==> src/rtl/pipelined_addsub.sv <==
// Pipelined two's-complement add/subtract. The carry chain is split into STAGES chunks,
// with one register stage per chunk, plus a valid/ready handshake and optional signed saturation.
module pipelined_addsub #(
  parameter int WIDTH  = 32,
  parameter int STAGES = 2
) (
  input  logic             clk,
  input  logic             reset,
  input  logic             in_valid,
  output logic             in_ready,
  input  logic [WIDTH-1:0] A,
  input  logic [WIDTH-1:0] B,
  input  logic             sub,
  input  logic             sat,
  output logic             out_valid,
  input  logic             out_ready,
  output logic [WIDTH-1:0] Y,
  output logic             carry,
  output logic             overflow
);
  localparam int CW = WIDTH / STAGES;

  logic             valid_q [STAGES];
  logic             valid_d [STAGES];
  logic [WIDTH-1:0] sum_q   [STAGES];
  logic [WIDTH-1:0] sum_d   [STAGES];
  logic [WIDTH-1:0] a_q     [STAGES];
  logic [WIDTH-1:0] a_d     [STAGES];
  logic [WIDTH-1:0] b_q     [STAGES];
  logic [WIDTH-1:0] b_d     [STAGES];
  logic             c_q     [STAGES];
  logic             c_d     [STAGES];
  logic             sat_q   [STAGES];
  logic             sat_d   [STAGES];
  logic             ovf_q;
  logic             ovf_d;

  logic             adv;
  logic             src_valid;
  logic             src_c;
  logic             src_sat;
  logic [WIDTH-1:0] src_a;
  logic [WIDTH-1:0] src_b;
  logic [WIDTH-1:0] src_sum;
  logic [CW:0]      chunk;

  // The whole pipeline stalls together, so in_ready depends combinationally on out_ready.
  assign adv      = !valid_q[STAGES-1] || out_ready;
  assign in_ready = adv;

  always_comb begin
    src_valid = in_valid && adv;
    src_a     = A;
    src_b     = sub ? ~B : B;
    src_sum   = '0;
    src_c     = sub;
    src_sat   = sat;
    chunk     = '0;
    ovf_d     = 1'b0;
    for (int k = 0; k < STAGES; k++) begin
      chunk = {1'b0, src_a[k*CW +: CW]} + {1'b0, src_b[k*CW +: CW]} + {{CW{1'b0}}, src_c};
      valid_d[k] = src_valid;
      a_d[k]     = src_a;
      b_d[k]     = src_b;
      sat_d[k]   = src_sat;
      c_d[k]     = chunk[CW];
      sum_d[k]   = src_sum;
      sum_d[k][k*CW +: CW] = chunk[CW-1:0];
      src_valid = valid_q[k];
      src_a     = a_q[k];
      src_b     = b_q[k];
      src_sum   = sum_q[k];
      src_c     = c_q[k];
      src_sat   = sat_q[k];
    end
    // Overflow is always the raw condition; saturation only replaces the stored sum.
    ovf_d = (a_d[STAGES-1][WIDTH-1] == b_d[STAGES-1][WIDTH-1]) &&
            (sum_d[STAGES-1][WIDTH-1] != a_d[STAGES-1][WIDTH-1]);
    if (sat_d[STAGES-1] && ovf_d) begin
      sum_d[STAGES-1] = a_d[STAGES-1][WIDTH-1] ? {1'b1, {(WIDTH-1){1'b0}}}
                                               : {1'b0, {(WIDTH-1){1'b1}}};
    end
  end

  always_ff @(posedge clk) begin
    if (reset) begin
      for (int k = 0; k < STAGES; k++) begin
        valid_q[k] <= 1'b0;
        sum_q[k]   <= '0;
        a_q[k]     <= '0;
        b_q[k]     <= '0;
        c_q[k]     <= 1'b0;
        sat_q[k]   <= 1'b0;
      end
      ovf_q <= 1'b0;
    end else if (adv) begin
      for (int k = 0; k < STAGES; k++) begin
        valid_q[k] <= valid_d[k];
        sum_q[k]   <= sum_d[k];
        a_q[k]     <= a_d[k];
        b_q[k]     <= b_d[k];
        c_q[k]     <= c_d[k];
        sat_q[k]   <= sat_d[k];
      end
      ovf_q <= ovf_d;
    end
  end

  assign out_valid = valid_q[STAGES-1];
  assign Y         = sum_q[STAGES-1];
  assign carry     = c_q[STAGES-1];
  assign overflow  = ovf_q;

endmodule
==> config.mk <==
export PLATFORM = sky130hd
export DESIGN_NAME = pipelined_addsub
export DESIGN_NICKNAME = d
export VERILOG_FILES = /design/src/rtl/pipelined_addsub.sv
export SDC_FILE = /design/constraint.sdc
export NUM_CORES = 1
export LEC_CHECK = 0
export ABC_AREA = 1
export BUFFER_PORTS_ARGS = -buffer_cell sky130_fd_sc_hd__buf_4
export CELL_PAD_IN_SITES_DETAIL_PLACEMENT = 0
export CELL_PAD_IN_SITES_GLOBAL_PLACEMENT = 1
export CORE_MARGIN = 4
export CORE_UTILIZATION = 35
export DETAILED_ROUTE_END_ITERATION = 8
export GPL_TIMING_DRIVEN = 0
export PLACE_DENSITY_LB_ADDON = 0.25
export SLEW_MARGIN = 20
export SYNTH_ARGS = -nofsm -noshare
export SYNTH_HDL_FRONTEND = slang
export SYNTH_SLANG_ARGS = --single-unit
==> constraint.sdc <==
create_clock -name clk -period 3.1 [get_ports clk]
set_clock_uncertainty 0.2 [all_clocks]
set_input_delay 0.62 -clock clk [delete_from_list [all_inputs] [get_ports clk]]
set_output_delay 0.62 -clock clk [all_outputs]
set_load 0.005 [all_outputs]
==> results of run 1 <==
-- flip-flops by register name (all words and copies together), names as in the netlist --
name      cells
overflow      1
b_q          16
valid_q       2
a_q          16
sat_q         1
c_q           2
sum_q        48
-- synth_stat cells, types with 2 or more instances --
master,n,area (um^2)
a31oi_1,2,12.5
ha_1,30,375
buf_2,6,30.0
nor2_1,63,236
fa_1,3,60.1
xnor2_1,17,149
a21o_1,3,22.5
a21oi_2,8,70.1
inv_1,63,236
nand2_4,2,22.5
clkbuf_1,9,33.8
nand3_1,18,90.1
buf_4,32,240
nand2_2,16,100
nor3b_1,2,15.0
nand4_1,4,25.0
xor2_1,22,193
nand2_1,96,360
buf_6,2,22.5
o21a_1,4,30.0
edfxtp_1,85,2550
a21oi_1,69,345
nand4_4,2,42.5
inv_2,3,11.3
o21ai_0,26,130
-- worst paths after layout --
path                                                    to  slack (ns)
worst min-delay path                 overflow$_SDFFE_PP0N_        0.31
worst max-delay path            sum_q[0][10]$_SDFFCE_PN0P_        0.27
worst max register to register  sum_q[0][62]$_SDFFCE_PN0P_        0.61
worst min register to register       overflow$_SDFFE_PP0N_        0.31
-- worst register-to-register path, stage by stage (launching register included) --
cell      delay, ns
edfxtp_1       0.36
fa_1           0.20
inv_1          0.05
fa_1           0.40
o21ai_1        0.30
nand2_1        0.08
nand2_1        0.19
nand3_1        0.13
nand3_1        0.09
nand2_1        0.08
nand2_1        0.07
a21oi_1        0.06
-- stage by stage --
step | worst slack [ns] | area (um^2)
final | 0.267 | 6940
after global routing | 0.0699 | 6940
after CTS | 0.00290 | 6930
after detailed placement | -0.423 | 6610
after global placement | -0.380 | 6580
after floorplan | 0.215 | 5530
-- routing by layer --
metal | GRT usage | share of wire | vias to the layer above
li1 | - | - | 2207
met1 | 0.211 | 0.51 | 1809
met2 | 0.216 | 0.43 | 100
met3 | 0.0245 | 0.047 | 13
met4 | 0.0406 | 0.011 | 0
met5 | 0 | 0 | -
-- kinds of logic after synthesis --
kind of cell,count (synthesis),share of synthesized area
simple gates,210,0.171
compound gates,116,0.117
buf+inv,116,0.107
flops,86,0.465
xor+xnor,39,0.0618
fa+ha+maj,33,0.0788
-- power groups by stage --
stage	clock network, W	logic (W)	registers [W]
finish	0.00115	0.000960	0.00150
global route	0.00123	0.00109	0.00151
CTS	0.00118	0.000970	0.00150
detailed placement	0	0.000964	0.00152
global placement	0	0.000954	0.00152
floorplan	0	0.000632	0.00151
-- timing repair --
action / in CTS / in global routing
hold buffers: 0 / 0
resized for setup: 1 / 6
endpoints found under the setup margin: 2 / 5
-- final cells by class --
cell class                 instances  share of cell area
sequential                        86               0.371
timing repair buffer             105               0.116
clock inverter                     7              0.0139
inverter                          66              0.0357
clock buffer                       9              0.0324
buffer                            50              0.0501
tap                              211              0.0380
multi-input combinational        398               0.343
==> results.py, run 1 <==
metrics = {
    "status": {
        "status": "completed",
    },
    "critical_path": {
        "cp_num_buf_inv": 3,
        "crit_path_end_kind": "flop",
        "worstPathCellList": "clkbuf_2 -> buf_4 -> xor2_1 -> fa_1 -> nand2_1 -> nand2_1 -> o21ai_1 -> inv_1 -> a21oi_2 -> o21ai_0 -> o21ai_0 -> a21oi_1",
        "startpoint_type": "primary input",
        "r2r-start": "b_q[0][16]$_SDFFCE_PN0P_",
        "r2r_cells": 11,
        "cp_max_fo": 10,
        "startpoint": "sub",
        "cpMaxStageDelayCell": "fa_1",
        "critPathMaxStageDelay_ns": 0.42,
        "path_delay_family": "compound AO/OA/AOI/OAI gates",
        "arrival_ns": 2.69,
        "crit_type": "primary input to flop",
        "worstPathRequired_ns": 2.96,
        "cp.depth": 12,
    },
    "power_and_ir_drop": {
        "internal-power_w": 0.00261,
        "total_leakage_power_nw": 3.33,
        "power_frac_seq": 0.414,
        "clkPwrFrac": 0.320,
        "powerDensity_nw_per_um2": 520,
        "p_switching_w": 0.00100,
        "p_sw_frac": 0.277,
        "comb_power_share": 0.266,
        "total_power_w": 0.00361,
        "ir_worst_vdd_mv": 0.269,
    },
    "run": {
        "maxCapViolations": 0,
    },
    "logic_synthesis": {
        "synth_nets": 703,
        "async_reset_ff_frac": 0,
        "yosys_warnings": 0,
        "synth_edf_count": 85,
        "synthCells": 600,
        "synthDistinctLibCells": 38,
        "synth-main-ff-cell": "edfxtp_1",
        "ys_seq_area_frac": 0.465,
        "avgSynthCellArea_um2": 9.22,
        "synth_seq_cells": 86,
        "syn_area_um2": 5530,
    },
    "final_layout": {
        "fill_cells": 1542,
        "drive_gt1_frac": 0.276,
        "regArea_um2": 2570,
        "final_common_cell": "buf_4",
        "syn2layout_area_growth_pct": 25.5,
        "nets": 819,
        "stdcell_count": 932,
        "multi_input_area_um2": 2380,
        "antenna_cells": 0,
        "final_cell_mix": "buf_4 (137), nand2_1 (95), edfxtp_1 (85)",
        "post-route-util": 0.453,
    },
    "placement": {
        "place.gp.congestion": 0.813,
        "hpwlAfterDp_um": 10200,
        "port_buffers": 104,
        "dp.cells": 916,
    },
    "detailed_routing": {
        "postRouteAntennaNets": 0,
        "via_per_inst": 4.43,
        "via_count": 4129,
        "routedWlPerCell_um": 13.3,
        "drc": 0,
        "wl_um": 12400,
        "drt-initial-drc-count": 190,
        "drtPass1Iterations": 4,
    },
    "grt": {
        "grtUsageTotal": 0.143,
        "overflow": 0,
        "antenna_found_initial": 0,
        "grt_pass1_wl_um": 20500,
        "grt_max_degree": 58,
        "first_global_vias": 4133,
    },
    "timing": {
        "period_minus_slack_ns": 2.83,
        "rsz0062_at_grt": "false",
        "fin_crit_sh": 0.914,
        "hold_viol_final": 0,
        "setup_viol": 0,
        "whs_ns": 0.309,
        "fin_setup_tns_ns": 0,
        "relSlewSlack": 0.639,
        "drv_slew": 0,
        "max_freq_mhz": 353,
        "worstMarginPinSlew_ns": 0.541,
    },
    "clocking": {
        "tritoncts": "built",
        "clockBufferDepth": 2,
        "htreeDepth": 3,
        "cts_sinks": 86,
        "cts_setup_buffers": 0,
        "cts_buffers": 9,
        "clk_latency_ns": 0.34,
        "cts-root-buf": "clkbuf_16",
        "clk_pin_slew_ns": 0.06,
    },
    "hold_path": {
        "hp-start": "overflow$_SDFFE_PP0N_",
        "min_path_cells": 2,
        "holdCritPathClass": "flop to flop",
    },
    "floorplan": {
        "start_util": 0.361,
        "die_h_um": 134,
        "dieArea_um2": 17900,
        "ioPinCount": 106,
        "rows": 45,
        "coreArea_um2": 15300,
        "die_width_um": 134,
    },
}
Power figures use the tool's default switching activity.
==> run 2: changes to the inputs <==
- BUFFER_PORTS_ARGS: -buffer_cell sky130_fd_sc_hd__buf_4 -> unset
- CAP_MARGIN: unset -> 20
- DONT_BUFFER_PORTS: unset -> 1
- clock period: 3.1 -> 3.4 ns (I/O delays scaled with it)
==> results.py, run 2 (same netlist as run 1, synthesis figures left out) <==
metrics = {
    "clocking": {
        "cts-root-buf": "clkbuf_16",
        "clk_latency_ns": 0.34,
        "cts_buffers": 9,
        "ctsResizeCount": 0,
        "cts_setup_buffers": 0,
        "clk_pin_slew_ns": 0.06,
        "tritoncts": "built",
        "clockBufferDepth": 2,
        "cts_sinks": 86,
        "htreeDepth": 3,
        "cts_hold_buffers": 0,
    },
    "grt": {
        "antenna_found_initial": 0,
        "grtUsageTotal": 0.142,
        "grt_max_degree": 54,
        "busiest_layer": "met2",
        "grt_pass1_wl_um": 20200,
        "first_global_vias": 3884,
        "grtUsageMet2": 0.209,
        "grt_use_met1": 0.208,
        "gr-usage-met3": 0.0370,
        "overflow": 0,
    },
    "detailed_routing": {
        "routedWlPerCell_um": 14.8,
        "via_per_inst": 4.65,
        "via_count": 3847,
        "drc": 0,
        "wl_um": 12200,
        "drtPass1Iterations": 5,
        "drt-initial-drc-count": 204,
        "postRouteAntennaNets": 0,
    },
    "final_layout": {
        "antenna_cells": 0,
        "largest_register_ffs": 48,
        "fin_area_um2": 6090,
        "syn2layout_area_growth_pct": 10.1,
        "final_cell_mix": "nand2_1 (95), edfxtp_1 (85), a21oi_1 (68)",
        "reg.largest.list": "sum_q: 48 flops, a_q: 16 flops, b_q: 16 flops",
        "largest-register": "sum_q",
        "nets": 715,
        "final_common_cell": "nand2_1",
        "drive_gt1_frac": 0.149,
        "post-route-util": 0.398,
    },
    "critical_path": {
        "crit_type": "primary input to flop",
        "arrival_ns": 3.01,
        "path_delay_family": "compound AO/OA/AOI/OAI gates",
        "worstPathCellList": "clkbuf_1 -> buf_2 -> xor2_1 -> fa_1 -> nand2_1 -> nand2_1 -> o21ai_0 -> inv_1 -> a21oi_2 -> o21ai_0 -> o21ai_0 -> a21oi_1",
        "worstPathRequired_ns": 3.26,
        "critPathMaxStageDelay_ns": 0.42,
        "startpoint_type": "primary input",
        "cp_max_fo": 10,
        "cpMaxStageDelayCell": "fa_1",
        "cp_num_buf_inv": 3,
        "timing.reg2reg.setup_slack_ns": 0.88,
        "crit_path_end_kind": "flop",
        "crit_top_cell": "o21ai_0",
    },
    "floorplan": {
        "ioPinCount": 106,
        "rows": 45,
        "die_width_um": 134,
        "start_util": 0.361,
        "coreArea_um2": 15300,
        "dieArea_um2": 17900,
        "die_h_um": 134,
    },
    "placement": {
        "placed_area_um2": 5830,
        "place.gp.congestion": 0.805,
        "port_buffers": 0,
        "hpwlAfterDp_um": 9960,
    },
    "timing": {
        "setup_viol": 0,
        "period_minus_slack_ns": 3.15,
        "max_freq_mhz": 318,
        "relSlewSlack": 0.636,
        "worstMarginPinSlew_ns": 0.545,
        "drv_slew": 0,
        "fin_crit_sh": 0.926,
        "whs_ns": 0.331,
        "rsz0062_at_grt": "false",
        "hold_viol_final": 0,
    },
    "power_and_ir_drop": {
        "total_power_w": 0.00297,
        "powerDensity_nw_per_um2": 487,
        "total_leakage_power_nw": 2.79,
        "ir_worst_vdd_mv": 0.225,
    },
    "run": {
        "maxCapViolations": 0,
    },
    "status": {
        "status": "completed",
    },
    "hold_path": {
        "holdCritPathClass": "flop to flop",
    },
}
## run 2: cell types whose count changed in the layout (fill, tap and decap cells not counted), sizes merged
cell      delta
buf        -103
clkinv       +3
inv          -1
bufinv       -2
clkinvlp     -2
## run 2: where the power goes
group / total, W / leakage (nW) / internal, W / switching [W]
combinational: 0.000732 / 1.67 / 0.000298 / 0.000434
clock: 0.000867 / 0.130 / 0.000485 / 0.000381
sequential: 0.00137 / 0.995 / 0.00132 / 0.0000471
total: 0.00297 / 2.79 / 0.00210 / 0.000862
## run 2: metal layers
| metal | wire [um] | vias up |
|---|---|---|
| met4 | 140 | 0 |
| met2 | 5090 | 117 |
| met5 | 0 | - |
| li1 | - | 1996 |
| met3 | 743 | 13 |
| met1 | 6240 | 1721 |
## run 2: final cells by class
| type | instances | area [um^2] |
|---|---|---|
| plain buffers | 50 | 342 |
| well taps | 211 | 264 |
| multi-input cells | 398 | 2380 |
| repair buffers | 1 | 27.5 |
| fillers | 1581 | 9230 |
| clock buffers | 10 | 229 |
| clock inverters | 5 | 27.5 |
| flip-flops and latches | 86 | 2570 |
| inverters | 66 | 248 |
## run 2: per-stage QoR
stage	TNS [ns]	instances	setup slack (ns)
after detailed placement	-0.532	812	-0.217
after CTS	0	827	0.133
after global routing	0	827	0.00442
final	0	827	0.253
after global placement	-57.85	811	-0.683
after floorplan	0	600	0.0845
## run 2: path summary, 6_finish.rpt
kind | end | startpoint | depth (start not counted)
max | sum_q[0][10]$_SDFFCE_PN0P_ | sub | 12
min | overflow$_SDFFE_PP0N_ | overflow$_SDFFE_PP0N_ | 2
max reg2reg | sum_q[0][62]$_SDFFCE_PN0P_ | b_q[0][16]$_SDFFCE_PN0P_ | 11
min reg2reg | overflow$_SDFFE_PP0N_ | overflow$_SDFFE_PP0N_ | 2
## run 2: worst register-to-register path, cell delays in order, from the launching register on
cell      delay [ns]
edfxtp_1        0.38
fa_1            0.21
inv_1           0.06
fa_1            0.41
o21ai_1         0.32
nand2_1         0.09
nand2_1         0.18
nand3_1         0.12
nand3_1         0.08
nand2_1         0.08
nand2_1         0.07
a21oi_1         0.06
